**config.mk**
```make
export PLATFORM = sky130hd
export DESIGN_NAME = kbd_event_queue_flat
export DESIGN_NICKNAME = d
export VERILOG_FILES = /design/src/rtl/kbd_event_queue_if.sv /design/src/rtl/kbd_event_queue.sv /design/src/flat_wrapper.sv
export SDC_FILE = /design/constraint.sdc
export NUM_CORES = 1
export LEC_CHECK = 0
export BUFFER_PORTS_ARGS = -buffer_cell sky130_fd_sc_hd__buf_2
export CORE_ASPECT_RATIO = 2
export CORE_MARGIN = 4
export CORE_UTILIZATION = 56
export DETAILED_ROUTE_END_ITERATION = 8
export HOLD_SLACK_MARGIN = 0.05
export PLACE_DENSITY = 0.83
export SETUP_SLACK_MARGIN = 0.2
export SKIP_LAST_GASP = 1
export SLEW_MARGIN = 20
export SYNTH_ARGS = -nofsm -noshare
export SYNTH_HDL_FRONTEND = slang
export SYNTH_SLANG_ARGS = --single-unit
```
**constraint.sdc**
```tcl
create_clock -name clk -period 3.7 [get_ports clk]
set_clock_uncertainty 0.05 [all_clocks]
set_input_delay 0.37 -clock clk [delete_from_list [all_inputs] [get_ports clk]]
set_output_delay 0.37 -clock clk [all_outputs]
set_load 0.02 [all_outputs]
```
**src/rtl/kbd_event_queue_if.sv**
```systemverilog
// Scanner-side snapshot handshake and CPU-side event FIFO signals for
// kbd_event_queue. The master drives snapshots and pops; the slave is the queue.
interface kbd_event_queue_if #(
    parameter int ROWS = 9
);
    logic            scan_valid;
    logic            scan_ready;
    logic [3:0]      scan_col;
    logic [ROWS-1:0] scan_rows;
    logic            scan_frame_end;
    logic [7:0]      evt_data;
    logic            evt_valid;
    logic            evt_ready;
    logic [4:0]      evt_count;
    logic            overflow;
    logic            ovf_clear;
    logic            frame_irq;

    modport master (
        output scan_valid, scan_col, scan_rows, scan_frame_end, evt_ready, ovf_clear,
        input  scan_ready, evt_data, evt_valid, evt_count, overflow, frame_irq
    );

    modport slave (
        input  scan_valid, scan_col, scan_rows, scan_frame_end, evt_ready, ovf_clear,
        output scan_ready, evt_data, evt_valid, evt_count, overflow, frame_irq
    );
endinterface

```
**src/rtl/kbd_event_queue.sv**
```systemverilog
// Keyboard event queue: diffs each column snapshot against the stored matrix,
// emits one press/release event per changed row (ascending, one per clock) into
// a first-word-fall-through FIFO, and flags frames that produced events.
module kbd_event_queue #(
    parameter int ROWS  = 9,
    parameter int COLS  = 10,
    parameter int DEPTH = 16
) (
    input  logic          clk,
    input  logic          rst,
    kbd_event_queue_if.slave bus
);
    localparam int RW = $clog2(ROWS);
    localparam int AW = $clog2(DEPTH);

    if (COLS * ROWS > 128) begin : g_keycode_width_check
        $error("kbd_event_queue: COLS*ROWS must not exceed 128 (7-bit keycode)");
    end

    typedef enum logic {IDLE, EMIT} state_t;

    state_t          state;
    state_t          state_nxt;
    logic [ROWS-1:0] prev [COLS];
    logic [ROWS-1:0] pend;
    logic [ROWS-1:0] lat_rows;
    logic [3:0]      lat_col;
    logic            lat_fe;
    logic            had_evt;

    logic            accept;
    logic            col_ok;
    logic [ROWS-1:0] prev_sel;
    logic [ROWS-1:0] new_pend;
    logic [RW-1:0]   r_sel;
    logic [ROWS-1:0] pend_clr;
    logic            last;
    logic [6:0]      keycode;
    logic [7:0]      push_data;
    logic            push_try;
    logic            finish_idle;
    logic            finish_emit;

    logic [7:0]      mem [DEPTH];
    logic [AW-1:0]   wr_ptr;
    logic [AW-1:0]   rd_ptr;
    logic [AW-1:0]   rd_nxt;
    logic [4:0]      count;
    logic [4:0]      count_nxt;
    logic [4:0]      count_after_pop;
    logic [7:0]      head_nxt;
    logic            evt_valid_q;
    logic [7:0]      evt_data_q;
    logic            overflow_q;
    logic            frame_irq_q;
    logic            pop;
    logic            push_ok;
    logic            drop;

    // Index of the lowest set bit; rows are therefore emitted in ascending order.
    function automatic logic [RW-1:0] lowest_bit(input logic [ROWS-1:0] v);
        lowest_bit = '0;
        for (int i = ROWS - 1; i >= 0; i--) begin
            if (v[i]) lowest_bit = RW'(i);
        end
    endfunction

    // Snapshot decode: changed bits against the stored column, and the event
    // that the current EMIT cycle produces.
    always_comb begin
        accept   = bus.scan_valid && (state == IDLE);
        col_ok   = bus.scan_col < 4'(COLS);
        prev_sel = '0;
        if (col_ok) prev_sel = prev[bus.scan_col];
        new_pend  = bus.scan_rows ^ prev_sel;
        r_sel     = lowest_bit(pend);
        pend_clr  = pend & ~(ROWS'(1) << r_sel);
        last      = (pend_clr == '0);
        keycode   = 7'(lat_col) * 7'(ROWS) + 7'(r_sel);
        push_data = {lat_rows[r_sel], keycode};
    end

    // FSM state register.
    always_ff @(posedge clk or posedge rst) begin
        if (rst) state <= IDLE;
        else     state <= state_nxt;
    end

    // FSM next state: leave IDLE only for a valid column with changed bits.
    always_comb begin
        state_nxt = state;
        case (state)
            IDLE: if (accept && col_ok && (new_pend != '0)) state_nxt = EMIT;
            EMIT: if (last) state_nxt = IDLE;
            default: state_nxt = IDLE;
        endcase
    end

    // FSM outputs: snapshots are only taken in IDLE, every EMIT cycle pushes.
    always_comb begin
        bus.scan_ready = (state == IDLE);
        push_try       = (state == EMIT);
    end

    // Matrix state is updated on acceptance, even if its events are later dropped.
    always_ff @(posedge clk or posedge rst) begin
        if (rst) begin
            for (int c = 0; c < COLS; c++) prev[c] <= '0;
        end else if (accept && col_ok) begin
            prev[bus.scan_col] <= bus.scan_rows;
        end
    end

    // Latched snapshot and pending-change mask; stale contents are harmless
    // because they are only consumed in EMIT.
    always_ff @(posedge clk) begin
        if (accept && col_ok) begin
            pend     <= new_pend;
            lat_rows <= bus.scan_rows;
            lat_col  <= bus.scan_col;
            lat_fe   <= bus.scan_frame_end;
        end else if (push_try) begin
            pend <= pend_clr;
        end
    end

    // FIFO control: push admission, pop, and the registered head for fall-through.
    always_comb begin
        pop             = evt_valid_q && bus.evt_ready;
        push_ok         = push_try && ((count < 5'(DEPTH)) || pop);
        drop            = push_try && !push_ok;
        count_after_pop = count - 5'(pop);
        count_nxt       = count_after_pop + 5'(push_ok);
        rd_nxt          = rd_ptr + AW'(pop);
        if (count_after_pop == 5'd0) head_nxt = push_data;
        else                         head_nxt = mem[rd_nxt];
    end

    // FIFO storage.
    always_ff @(posedge clk) begin
        if (push_ok) mem[wr_ptr] <= push_data;
    end

    // FIFO pointers, occupancy and registered head outputs.
    always_ff @(posedge clk or posedge rst) begin
        if (rst) begin
            wr_ptr      <= '0;
            rd_ptr      <= '0;
            count       <= '0;
            evt_valid_q <= 1'b0;
            evt_data_q  <= '0;
        end else begin
            if (push_ok) wr_ptr <= wr_ptr + AW'(1);
            rd_ptr      <= rd_nxt;
            count       <= count_nxt;
            evt_valid_q <= (count_nxt != 5'd0);
            if (count_nxt != 5'd0) evt_data_q <= head_nxt;
        end
    end

    // Frame completion: a frame_end snapshot finishes either on acceptance
    // (nothing to emit) or on its last EMIT cycle.
    always_comb begin
        finish_idle = accept && bus.scan_frame_end && (!col_ok || (new_pend == '0));
        finish_emit = push_try && last && lat_fe;
    end

    // Sticky overflow (a drop beats a same-cycle clear), frame interrupt pulse.
    always_ff @(posedge clk or posedge rst) begin
        if (rst) begin
            overflow_q  <= 1'b0;
            had_evt     <= 1'b0;
            frame_irq_q <= 1'b0;
        end else begin
            if (drop)               overflow_q <= 1'b1;
            else if (bus.ovf_clear) overflow_q <= 1'b0;
            frame_irq_q <= (finish_idle && had_evt) || finish_emit;
            if (finish_idle || finish_emit) had_evt <= 1'b0;
            else if (push_try)              had_evt <= 1'b1;
        end
    end

    assign bus.evt_valid = evt_valid_q;
    assign bus.evt_data  = evt_data_q;
    assign bus.evt_count = count;
    assign bus.overflow  = overflow_q;
    assign bus.frame_irq = frame_irq_q;
endmodule

```
**src/flat_wrapper.sv**
```systemverilog
// flat-port wrapper written by rule: the top's interface ports become plain ports
module kbd_event_queue_flat 
#(
    parameter int ROWS  = 9,
    parameter int COLS  = 10,
    parameter int DEPTH = 16
)
  (clk, rst, bus_scan_valid, bus_scan_col, bus_scan_rows, bus_scan_frame_end, bus_evt_ready, bus_ovf_clear, bus_scan_ready, bus_evt_data, bus_evt_valid, bus_evt_count, bus_overflow, bus_frame_irq);
  kbd_event_queue_if #(.ROWS(ROWS)) bus_i ();
  input  logic clk;
  input  logic rst;
  input wire logic [$bits(bus_i.scan_valid)-1:0] bus_scan_valid;
  input wire logic [$bits(bus_i.scan_col)-1:0] bus_scan_col;
  input wire logic [$bits(bus_i.scan_rows)-1:0] bus_scan_rows;
  input wire logic [$bits(bus_i.scan_frame_end)-1:0] bus_scan_frame_end;
  input wire logic [$bits(bus_i.evt_ready)-1:0] bus_evt_ready;
  input wire logic [$bits(bus_i.ovf_clear)-1:0] bus_ovf_clear;
  output wire logic [$bits(bus_i.scan_ready)-1:0] bus_scan_ready;
  output wire logic [$bits(bus_i.evt_data)-1:0] bus_evt_data;
  output wire logic [$bits(bus_i.evt_valid)-1:0] bus_evt_valid;
  output wire logic [$bits(bus_i.evt_count)-1:0] bus_evt_count;
  output wire logic [$bits(bus_i.overflow)-1:0] bus_overflow;
  output wire logic [$bits(bus_i.frame_irq)-1:0] bus_frame_irq;
  assign bus_i.scan_valid = bus_scan_valid;
  assign bus_i.scan_col = bus_scan_col;
  assign bus_i.scan_rows = bus_scan_rows;
  assign bus_i.scan_frame_end = bus_scan_frame_end;
  assign bus_i.evt_ready = bus_evt_ready;
  assign bus_i.ovf_clear = bus_ovf_clear;
  assign bus_scan_ready = bus_i.scan_ready;
  assign bus_evt_data = bus_i.evt_data;
  assign bus_evt_valid = bus_i.evt_valid;
  assign bus_evt_count = bus_i.evt_count;
  assign bus_overflow = bus_i.overflow;
  assign bus_frame_irq = bus_i.frame_irq;
  kbd_event_queue #(.ROWS(ROWS), .COLS(COLS), .DEPTH(DEPTH)) u_core (.clk(clk), .rst(rst), .bus(bus_i));
endmodule
```
; ---- After elaboration in Yosys (flattened, before gate mapping)
; Memory sizes are Yosys's and may differ from the RTL's.
; Index checks and enable logic that the tools add are counted.
; W data, S select, Z words.
[word_totals]
register_bits = 139
ram_bits = 128
memories = 1
elab_cells = 97
[classes]
n_shift = 1
mul = 1
n_mux = 30
n_bitwise = 5
add_sub_neg = 5
magnitude_cmp = 5
n_reduce_logical = 26
[memory_table]
columns = memory, words, width, read_ports, rd_clocked_by_memory_dff, write_ports, line
row1 = u_core.mem, 16, 8, 1, 0, 1, kbd_event_queue.sv:44  ; logic [7:0] mem [DEPTH];
[op_table]
columns = operator, n
row1 = $bwmux W90, 1
row2 = $mux W9, 6
row3 = $bmux W9 S4, 1
row4 = $demux W9 S4, 1
row5 = $mux W4, 9
row6 = $logic_not A9 Y1, 2
row7 = $logic_and A1 B1 Y1, 12
row8 = $and A9 B9 Y9, 1
row9 = $mux W1, 9
row10 = $not A9 Y9, 1
row11 = $reduce_bool A9 Y1, 1
row12 = $shl A1 B4 Y9 const A, 1
row13 = $xor A9 B9 Y9, 1
row14 = $mux W8, 1
row15 = $add A7 B4 Y7, 1
row16 = $mul A4 B4 Y7 const B, 1
row17 = $reduce_bool A2 Y1, 3
row18 = $add A5 B1 Y5, 1
row19 = $ge A5 B5 Y1 const B, 1
row20 = $logic_not A5 Y1, 1
row21 = $lt A4 B5 Y1 const B, 1
row22 = $lt A5 B1 Y1 const B, 1
row23 = $lt A5 B5 Y1 const B, 1
row24 = $not A4 Y5, 1
row25 = 10 further kinds, 14

; ---- Logic depth before layout (Yosys ltp)
; Gate-level depths: netlist (run 1).
[depth]
depth_word = 17
mapped_depth = 14
depth_no_buf = 14

; ---- Worst setup path after synthesis (run 1)
; Ideal clock, no wire load.
[synth_timing]
path_type = flip-flop to flip-flop
from = register u_core.pend[1]
to = register u_core.evt_data_q[6] (netlist: u_core.bus.evt_data[6])
required_ns = 3.567
setup_ns = 0.083
setup_slack_ns = 0.534
path_buffers = 1
t_arrival_ns = 3.034
synth_period_minus_slack_ns = 3.166
path_stages_with_launch = 13
path_cell_list = edfxtp_1 clkbuf_1 or2_2 nor3_1 and3_1 ha_1 ha_1 a21oi_1 o21bai_1 a21oi_1 xnor2_1 mux2i_1 o21ai_0
[synth_via]
elab_chain_len = 4
[synth_lines]
columns = item, line
row1 = from (decl), kbd_event_queue.sv:25  ; logic [ROWS-1:0] pend;
row2 = from (signal assigned), kbd_event_queue.sv:118  ; pend <= new_pend;
row3 = from (signal assigned), kbd_event_queue.sv:123  ; pend <= pend_clr;
row4 = $mux W4 (2 in series), kbd_event_queue.sv:64  ; if (v[i]) lowest_bit = RW'(i);
row5 = $add A7 B4 Y7, kbd_event_queue.sv:79  ; keycode = 7'(lat_col) * 7'(ROWS) + 7'(r_sel);
row6 = via u_core.keycode[6], kbd_event_queue.sv:38  ; logic [6:0] keycode;
row7 = $mux W8, kbd_event_queue.sv:135  ; if (count_after_pop == 5'd0) head_nxt = push_data;
row8 = to (signal assigned), kbd_event_queue.sv:157  ; if (count_nxt != 5'd0) evt_data_q <= head_nxt;
row9 = to (decl), kbd_event_queue.sv:53  ; logic [7:0] evt_data_q;
; The timed path passes the listed nets, and every way through them passes these cells.
; A chain may end at the register's enable or synchronous reset.

; ---- Worst setup path in the final report (run 1)
[layout_timing]
from = register u_core.pend[4]
to = register u_core.evt_data_q[6] (netlist: u_core.bus.evt_data[6])
[layout_via]
elab_chain_len = 7
[layout_lines]
columns = item, line
row1 = $mux W4 (5 in series), kbd_event_queue.sv:64
row2 = $add A7 B4 Y7, kbd_event_queue.sv:79
row3 = via u_core.keycode[6], kbd_event_queue.sv:38
row4 = $mux W8, kbd_event_queue.sv:135
; The timed path passes the listed nets, and every way through them passes these cells.

==> results of run 1 <==
-- area by class of cell --
cell class              count  share of cell area [%]
clock buffers              31                    4.66
clock inverters            10                    1.03
inverters                  19                   0.568
multi-input cells         432                    31.1
flip-flops and latches    267                    57.2
well taps                 266                    2.56
repair buffers             59                    2.89
-- worst max-delay path by stage --
stage | start | slack, ns | end | cells past startpoint
finish | u_core.pend[4] | 0.44 | u_core.bus.evt_data[6] | 11
CTS | u_core.pend[7] | 0.47 | u_core.bus.evt_data[6] | 11
global placement | u_core.pend[7] | 0.42 | u_core.bus.evt_data[6] | 11
global route | u_core.pend[7] | 0.26 | u_core.bus.evt_data[6] | 11
detailed placement | u_core.pend[7] | 0.14 | u_core.bus.evt_data[6] | 11
floorplan | rst | 0.21 | u_core.bus.evt_count[0] | 1
-- power breakdown --
| group | switching, W | internal (W) |
|---|---|---|
| logic | 0.00249 | 0.00179 |
| registers | 0.000381 | 0.00435 |
| clock network | 0.00102 | 0.00136 |
| total | 0.00389 | 0.00751 |
-- cells by family (layout without fill, tap and decap cells) --
logic type,Yosys count,after routing,share of synthesized area [%]
mux,168,168,20.6
simple gates,155,155,6.20
flops,267,267,63.6
buf+inv,54,119,2.03
fa+ha+maj,23,23,2.50
compound gates,63,63,3.39
xor+xnor,23,23,1.72
-- metrics by stage --
step | instances | cell area [sq um]
after floorplan | 753 | 11700
after global routing | 1084 | 13000
after CTS | 1084 | 13000
after detailed placement | 1040 | 12200
final | 1084 | 13000
after global placement | 1040 | 12200
-- layout by cell type, fill, tap and decap left out, types with 8 or more instances in the layout --
cell and count:
o22ai_1 9, nand3_1 12, edfxtp_1 151, and3_1 10
nor2_1 31, mux4_2 49, a31oi_1 9, clkbuf_16 23
mux2_2 91, inv_1 17, a21oi_1 9, clkbuf_1 8
nor3_1 12, xnor2_1 16, buf_2 35, nand2_1 64
o21ai_0 20, ha_1 20, buf_4 20, dfrtp_1 116
mux2i_1 28
-- per-layer routing --
metal,up-vias,GRT usage [%],share of wire (%)
li1,2952,-,-
met1,3358,22.8,32
met2,215,42.5,58
met3,73,2.40,3.7
met4,0,11.1,5.4
met5,-,0,0
-- sequential cells by signal, summed over array words and instances, names as in the netlist --
name,count
u_core.mem,128
u_core.prev,90
u_core.lat_rows,9
u_core.pend,9
u_core.bus.evt_data,8
u_core.bus.evt_count,5
u_core.lat_col,4
u_core.rd_ptr,4
u_core.wr_ptr,4
u_core.bus.evt_valid,1
u_core.bus.frame_irq,1
u_core.bus.overflow,1
u_core.had_evt,1
u_core.lat_fe,1
u_core.push_try,1
-- repair_timing --
action                     CTS  global route
hold buffers                 3             0
setup endpoints to repair   17             1
pin swaps                    0             0
gates resized for setup      1             1
hold endpoints to repair    31             0
==> report_table.html, run 1 <==
<table>
<tr><th>Metric</th><th>Value</th></tr>
<tr><th colspan="2">Status</th></tr>
<tr><td>Status</td><td>finished clean</td></tr>
<tr><th colspan="2">Place</th></tr>
<tr><td>Half-perimeter wire length after placement</td><td>17500 um</td></tr>
<tr><td>Pre-CTS WS</td><td>0.140 ns</td></tr>
<tr><td>Last weighted congestion value of the routability-driven placer</td><td>0.887</td></tr>
<tr><td>Port Buffer Count</td><td>35</td></tr>
<tr><th colspan="2">Route</th></tr>
<tr><td>Drt total wl</td><td>24600 um</td></tr>
<tr><td>Final ANT Viol Nets</td><td>0</td></tr>
<tr><td>Number of detailed-route iterations in the first pass</td><td>5</td></tr>
<tr><td>DRC violation count after routing</td><td>0</td></tr>
<tr><td>Post-DR wirelength/cell</td><td>22.7 um</td></tr>
<tr><td>Detailed-route via count</td><td>6598</td></tr>
<tr><td>Count of routing violations after the opening detailed-route iteration</td><td>455</td></tr>
<tr><td>Via/cell ratio</td><td>6.09</td></tr>
<tr><th colspan="2">Worst setup path</th></tr>
<tr><td>Kind of start point of the critical path</td><td>flip-flop</td></tr>
<tr><td>Endpoint class of the critical path</td><td>flip-flop</td></tr>
<tr><td>Combined buffer and inverter count along the critical path</td><td>0</td></tr>
<tr><td>Arr. time, crit path</td><td>3.63 ns</td></tr>
<tr><td>Startpoint of the most critical register-to-register path</td><td>u_core.pend[4]</td></tr>
<tr><td>Worst reg-to-reg path cell count</td><td>11</td></tr>
<tr><td>Worst setup path category</td><td>flip-flop to flip-flop</td></tr>
<tr><td>Slowest CP cell</td><td>edfxtp_1</td></tr>
<tr><td>Cells traversed along the worst timing path</td><td>o31a_1 &gt; nor2_1 &gt; ha_1 &gt; ha_1 &gt; a21o_1 &gt; a21oi_1 &gt; o21bai_1 &gt; a21oi_1 &gt; xnor2_2 &gt; mux2i_1 &gt; o21ai_0</td></tr>
<tr><td>Worst reg2reg path endpoint</td><td>u_core.bus.evt_data[6]</td></tr>
<tr><td>Data required time of the critical path</td><td>4.07 ns</td></tr>
<tr><td>Register-to-register setup slack</td><td>0.44 ns</td></tr>
<tr><td>Top delay family on crit path</td><td>compound AO/OA/AOI/OAI gates</td></tr>
<tr><td>Largest driver fanout on the critical path</td><td>17</td></tr>
<tr><td>Delay of the slowest cell on the worst path</td><td>0.50 ns</td></tr>
<tr><th colspan="2">Timing</th></tr>
<tr><td>Max Freq</td><td>307 MHz</td></tr>
<tr><td>Slew at the pin with the worst max-slew slack</td><td>0.955 ns</td></tr>
<tr><td>Clock period minus worst slack</td><td>3.26 ns</td></tr>
<tr><td>Post-route worst hold slack</td><td>0.167 ns</td></tr>
<tr><td>Final period util</td><td>88.1%</td></tr>
<tr><td>Summed negative setup slack over all endpoints</td><td>0 ns</td></tr>
<tr><td>Relative slew margins</td><td>36.1%</td></tr>
<tr><td>RSZ-0062 raised after global routing</td><td>no</td></tr>
<tr><td>Final Max Slew Viols</td><td>0</td></tr>
<tr><td>Finish-stage setup viols</td><td>0</td></tr>
<tr><td>Post-route setup slack</td><td>0.440 ns</td></tr>
<tr><td>Final Hold Viols</td><td>0</td></tr>
<tr><th colspan="2">Synthesis</th></tr>
<tr><td>Per-instance average area after synthesis</td><td>15.5 sq um</td></tr>
<tr><td>Portion of the post-synthesis area used by sequential elements</td><td>63.6%</td></tr>
<tr><td>Syn Std Cell Area</td><td>11700 sq um</td></tr>
<tr><td>Number of distinct library cell variants in the gate-level netlist after synthesis</td><td>48</td></tr>
<tr><td>Synthesis-stage register bit count</td><td>267</td></tr>
<tr><td>Area contributors post-synth</td><td>edfxtp_1 (39%), dfrtp_1 (25%), mux4_2 (9.4%)</td></tr>
<tr><td>Area leader, netlist</td><td>edfxtp_1</td></tr>
<tr><td>Post-synth top area share</td><td>38.8%</td></tr>
<tr><td>Share of flip-flops with an asynchronous set or reset after synthesis</td><td>43.4%</td></tr>
<tr><td>Synthesized instance count</td><td>753</td></tr>
<tr><td>Primary flip-flop cell chosen by synthesis mapping</td><td>edfxtp_1</td></tr>
<tr><td>Most common library cells after synthesis</td><td>edfxtp_1 (151), dfrtp_1 (116), mux2_2 (91), nand2_1 (64), mux4_2 (49)</td></tr>
<tr><td>Most frequent cell after synthesis</td><td>edfxtp_1</td></tr>
<tr><td>Number of enable-type register cells in the synthesized netlist</td><td>151</td></tr>
<tr><td>Net count of the mapped netlist</td><td>794</td></tr>
<tr><td>Count of yosys warnings during synthesis</td><td>0</td></tr>
<tr><th colspan="2">Clock network</th></tr>
<tr><td>CTS sink count</td><td>267</td></tr>
<tr><td>Number of H-tree levels</td><td>1</td></tr>
<tr><td>Worst-skew pair later-pin latency</td><td>0.51 ns</td></tr>
<tr><td>Post-CTS Setup Repair Bufs</td><td>0</td></tr>
<tr><td>Clock Path Buffers</td><td>3</td></tr>
<tr><td>Clock-pin transition on the worst setup and hold timing paths</td><td>0.07 ns</td></tr>
<tr><td>Clock buffers created by TritonCTS</td><td>23</td></tr>
<tr><td>Clock tree from TritonCTS</td><td>done</td></tr>
<tr><td>CTS root buf</td><td>clkbuf_16</td></tr>
<tr><th colspan="2">Global routing</th></tr>
<tr><td>Global-route wire length before repair</td><td>39000 um</td></tr>
<tr><td>Number of antenna violations at the first check in global routing</td><td>0</td></tr>
<tr><td>Overflow left after global routing</td><td>0</td></tr>
<tr><td>Largest net degree at the start of global routing</td><td>88</td></tr>
<tr><td>GR Util All Layers</td><td>22.1%</td></tr>
<tr><td>Via count of the first global-routing pass</td><td>7142</td></tr>
<tr><th colspan="2">Min path</th></tr>
<tr><td>Worst Hold End</td><td>u_core.lat_rows[1]</td></tr>
<tr><td>Number of cells traversed by the worst hold path</td><td>1</td></tr>
<tr><td>Path class of the lowest-slack min-delay path</td><td>primary input to flip-flop</td></tr>
<tr><td>Startpoint of the worst hold path</td><td>bus_scan_rows[1]</td></tr>
<tr><th colspan="2">Die</th></tr>
<tr><td>Number of standard-cell rows in the floorplan</td><td>74</td></tr>
<tr><td>Die height</td><td>212 um</td></tr>
<tr><td>Area of the core</td><td>20500 sq um</td></tr>
<tr><td>Chip width</td><td>110 um</td></tr>
<tr><td>Number of top-level design ports</td><td>36</td></tr>
<tr><td>Initial cell density of the core</td><td>57.2%</td></tr>
<tr><td>Area of the die</td><td>23400 sq um</td></tr>
<tr><th colspan="2">Final layout</th></tr>
<tr><td>Final antenna diode count</td><td>0</td></tr>
<tr><td>Fraction of layout cells with a size suffix above 1</td><td>29.6%</td></tr>
<tr><td>Util after Layout</td><td>63.5%</td></tr>
<tr><td>Number of filler cells placed in the layout</td><td>1455</td></tr>
<tr><td>Synthesis-to-layout area growth</td><td>11.1%</td></tr>
<tr><td>Sequential cell area in the final layout</td><td>7440 sq um</td></tr>
<tr><td>Area of the multi-input gates</td><td>4040 sq um</td></tr>
<tr><td>Number of nets in the layout</td><td>843</td></tr>
<tr><th colspan="2">Power</th></tr>
<tr><td>Pwr per Cell Area</td><td>877 nW/um^2</td></tr>
<tr><td>Power, Total</td><td>0.0114 W</td></tr>
<tr><td>Standby leakage power</td><td>5.23 nW</td></tr>
<tr><td>Maximum VDD drop</td><td>646 uV</td></tr>
<tr><th colspan="2">Flow run</th></tr>
<tr><td>Max Cap Violations</td><td>0</td></tr>
</table>
(Power assumes the default switching activity.)
==> run 2: changes to the inputs <==
--- a/config.mk
+++ b/config.mk
@@ -12,6 +12,7 @@
 export DETAILED_ROUTE_END_ITERATION = 8
 export HOLD_SLACK_MARGIN = 0.05
 export PLACE_DENSITY = 0.83
+export REMOVE_ABC_BUFFERS = 1
 export SETUP_SLACK_MARGIN = 0.2
 export SKIP_LAST_GASP = 1
 export SLEW_MARGIN = 20
==> report_table.html, run 2 (synthesis gave the netlist of run 1 again) <==
<table>
<tr><th>Metric</th><th>Value</th></tr>
<tr><th colspan="2">Min path</th></tr>
<tr><td>Path class of the lowest-slack min-delay path</td><td>primary input to flip-flop</td></tr>
<tr><td>Startpoint of the worst hold path</td><td>bus_scan_valid</td></tr>
<tr><th colspan="2">Timing</th></tr>
<tr><td>Final period util</td><td>89.7% (+1.6 points)</td></tr>
<tr><td>Max Freq</td><td>301 MHz (-1.7%)</td></tr>
<tr><td>RSZ-0062 raised after global routing</td><td>no</td></tr>
<tr><td>Final Max Slew Viols</td><td>0 (unchanged)</td></tr>
<tr><td>Summed negative setup slack over all endpoints</td><td>0 ns (unchanged)</td></tr>
<tr><td>Relative slew margins</td><td>25.8% (-10 points)</td></tr>
<tr><td>Final Hold Viols</td><td>0 (unchanged)</td></tr>
<tr><td>Clock period minus worst slack</td><td>3.32 ns (+0.0578 ns)</td></tr>
<tr><td>Finish-stage setup viols</td><td>0 (unchanged)</td></tr>
<tr><td>Post-route setup slack</td><td>0.383 ns (-0.0578 ns)</td></tr>
<tr><td>Slew at the pin with the worst max-slew slack</td><td>1.11 ns (+0.154 ns)</td></tr>
<tr><th colspan="2">Worst setup path</th></tr>
<tr><td>Crit path launch</td><td>u_core.pend[7]</td></tr>
<tr><td>Cells traversed along the worst timing path</td><td>nor4_1 &gt; nor2_1 &gt; ha_1 &gt; ha_1 &gt; a21o_1 &gt; a21oi_1 &gt; o21bai_1 &gt; a21oi_1 &gt; xnor2_2 &gt; mux2i_1 &gt; o21ai_0</td></tr>
<tr><td>Arr. time, crit path</td><td>3.72 ns (+0.09 ns)</td></tr>
<tr><td>Worst setup path category</td><td>flip-flop to flip-flop</td></tr>
<tr><td>Combined buffer and inverter count along the critical path</td><td>0 (unchanged)</td></tr>
<tr><td>Top delay family on crit path</td><td>compound AO/OA/AOI/OAI gates</td></tr>
<tr><td>Delay of the slowest cell on the worst path</td><td>0.45 ns (-0.05 ns)</td></tr>
<tr><td>Endpoint class of the critical path</td><td>flip-flop</td></tr>
<tr><td>Kind of start point of the critical path</td><td>flip-flop</td></tr>
<tr><td>Startpoint of the most critical register-to-register path</td><td>u_core.pend[7]</td></tr>
<tr><td>Slowest CP cell</td><td>edfxtp_1</td></tr>
<tr><td>Data required time of the critical path</td><td>4.11 ns (+0.04 ns)</td></tr>
<tr><td>Largest driver fanout on the critical path</td><td>17 (unchanged)</td></tr>
<tr><th colspan="2">Die</th></tr>
<tr><td>Area of the core</td><td>20500 sq um (unchanged)</td></tr>
<tr><td>Die height</td><td>212 um (unchanged)</td></tr>
<tr><td>Area of the die</td><td>23400 sq um (unchanged)</td></tr>
<tr><td>Number of top-level design ports</td><td>36 (unchanged)</td></tr>
<tr><td>Number of standard-cell rows in the floorplan</td><td>74 (unchanged)</td></tr>
<tr><td>Initial cell density of the core</td><td>57.2% (unchanged)</td></tr>
<tr><td>Chip width</td><td>110 um (unchanged)</td></tr>
<tr><th colspan="2">Global routing</th></tr>
<tr><td>Largest net degree at the start of global routing</td><td>62 (-30%)</td></tr>
<tr><td>Via count of the first global-routing pass</td><td>7115 (-0.38%)</td></tr>
<tr><td>Global-route wire length before repair</td><td>38700 um (-0.78%)</td></tr>
<tr><td>Number of antenna violations at the first check in global routing</td><td>0 (unchanged)</td></tr>
<tr><td>Overflow left after global routing</td><td>0 (unchanged)</td></tr>
<tr><td>GR Util All Layers</td><td>22.1% (-0.051 points)</td></tr>
<tr><th colspan="2">Clock network</th></tr>
<tr><td>CTS root buf</td><td>clkbuf_16</td></tr>
<tr><td>Worst-skew pair later-pin latency</td><td>0.53 ns (+0.02 ns)</td></tr>
<tr><td>Clock Path Buffers</td><td>3 (unchanged)</td></tr>
<tr><td>Clock tree from TritonCTS</td><td>done</td></tr>
<tr><td>Post-CTS Setup Repair Bufs</td><td>0 (unchanged)</td></tr>
<tr><td>Clock buffers created by TritonCTS</td><td>23 (unchanged)</td></tr>
<tr><td>Number of H-tree levels</td><td>1 (unchanged)</td></tr>
<tr><td>CTS sink count</td><td>267 (unchanged)</td></tr>
<tr><td>Clock-pin transition on the worst setup and hold timing paths</td><td>0.07 ns (about the same)</td></tr>
<tr><th colspan="2">Final layout</th></tr>
<tr><td>Util after Layout</td><td>63.9% (+0.37 points)</td></tr>
<tr><td>Fraction of layout cells with a size suffix above 1</td><td>30.3% (+0.74 points)</td></tr>
<tr><td>Biggest register</td><td>u_core.mem</td></tr>
<tr><td>Most frequent standard cell in the layout excluding fill and tap cells</td><td>edfxtp_1</td></tr>
<tr><td>Number of nets in the layout</td><td>845 (+0.24%)</td></tr>
<tr><td>Synthesis-to-layout area growth</td><td>11.8%</td></tr>
<tr><td>Commonest cells after routing, fill and taps aside</td><td>edfxtp_1 (151), dfrtp_1 (116), mux2_2 (91), nand2_1 (64), mux4_2 (49)</td></tr>
<tr><td>Area of the multi-input gates</td><td>4040 sq um (about the same)</td></tr>
<tr><td>Number of filler cells placed in the layout</td><td>1418 (-2.5%)</td></tr>
<tr><td>Sequential cell area in the final layout</td><td>7440 sq um (unchanged)</td></tr>
<tr><td>Number of flip-flops under the largest register name</td><td>128 (unchanged)</td></tr>
<tr><td>Number of standard cells in the layout, taps in and fillers out</td><td>1087 (+0.28%)</td></tr>
<tr><td>Final antenna diode count</td><td>0 (unchanged)</td></tr>
<tr><td>Top Registers</td><td>u_core.mem: 128 flops, u_core.prev: 90 flops</td></tr>
<tr><th colspan="2">Route</th></tr>
<tr><td>Final ANT Viol Nets</td><td>0 (unchanged)</td></tr>
<tr><td>Count of routing violations after the opening detailed-route iteration</td><td>329 (-28%)</td></tr>
<tr><td>DRC violation count after routing</td><td>0 (unchanged)</td></tr>
<tr><td>Post-DR wirelength/cell</td><td>22.5 um (-0.73%)</td></tr>
<tr><td>Detailed-route via count</td><td>6555 (-0.65%)</td></tr>
<tr><td>Drt total wl</td><td>24500 um (-0.45%)</td></tr>
<tr><td>Via/cell ratio</td><td>6.03 (-0.93%)</td></tr>
<tr><td>Number of detailed-route iterations in the first pass</td><td>5 (unchanged)</td></tr>
<tr><th colspan="2">Place</th></tr>
<tr><td>Last weighted congestion value of the routability-driven placer</td><td>0.853 (-3.8%)</td></tr>
<tr><td>Port Buffer Count</td><td>35 (unchanged)</td></tr>
<tr><td>Number of instances in the placed design</td><td>1042 (+0.19%)</td></tr>
<tr><td>Half-perimeter wire length after placement</td><td>17400 um (-0.89%)</td></tr>
<tr><td>Pre-CTS WS</td><td>0.291 ns (+0.152 ns)</td></tr>
<tr><th colspan="2">Flow run</th></tr>
<tr><td>Max Cap Violations</td><td>0 (unchanged)</td></tr>
<tr><th colspan="2">Power</th></tr>
<tr><td>Maximum VDD drop</td><td>570 uV (-12%)</td></tr>
<tr><td>Pwr per Cell Area</td><td>880 nW/um^2 (+0.33%)</td></tr>
<tr><td>Standby leakage power</td><td>5.28 nW (+0.92%)</td></tr>
<tr><th colspan="2">Status</th></tr>
<tr><td>Status</td><td>finished clean</td></tr>
</table>
## run 2: routing by layer
metal	vias up	share of wire, %	wire [um]	track usage, %
met2	194	57	14000	41.3
met4	0	6.7	1650	13.7
met3	87	3.4	844	2.67
met1	3325	33	7950	22.3
met5	-	0	0	0
li1	2949	-	-	-
## run 2: what timing repair did
item                       CTS  global route
hold buffers                 3             0
hold endpoints to repair    61             0
setup endpoints to repair    0             1
resized for setup            0             1
## run 2: worst register-to-register path: cells and delay by family, from the launching register on
family	cells	cell delay, ns
xor+xnor	1	0.32
mux	1	0.15
flops	1	0.45
simple gates	2	0.56
compound gates	5	1.06
fa+ha+maj	2	0.66
## run 2: metrics by stage
step	total power [W]	hold slack (ns)	instance area (sq um)
after floorplan	0.00757	0.419	11500
after global placement	0.00885	0.407	12200
after detailed placement	0.00902	0.415	12200
after CTS	0.0116	0.0925	13100
after global routing	0.0121	0.108	13100
final	0.0115	0.105	13100
## run 2: report_power, final
group          internal, W  switching [W]
logic              0.00182        0.00245
registers          0.00435       0.000383
clock network      0.00145        0.00106
## run 2: layout make-up
type | count | share of cell area, %
sequential | 267 | 56.9
multi-input combinational | 432 | 30.9
clock buffer | 34 | 5.29
inverter | 19 | 0.565
timing repair buffer | 61 | 2.99
clock inverter | 8 | 0.813
tap | 266 | 2.55
## run 2: final timing paths
path	cells past startpoint	endpoint	slack [ns]
setup / recovery	11	u_core.bus.evt_data[6]	0.38
hold / removal	3	u_core.bus.frame_irq	0.11
setup reg to reg	11	u_core.bus.evt_data[6]	0.38
hold reg to reg	2	u_core.bus.evt_data[2]	0.42
max in group asynchronous	4	u_core.rd_ptr[0]	2.23
min in group asynchronous	3	u_core.prev[15]	0.50
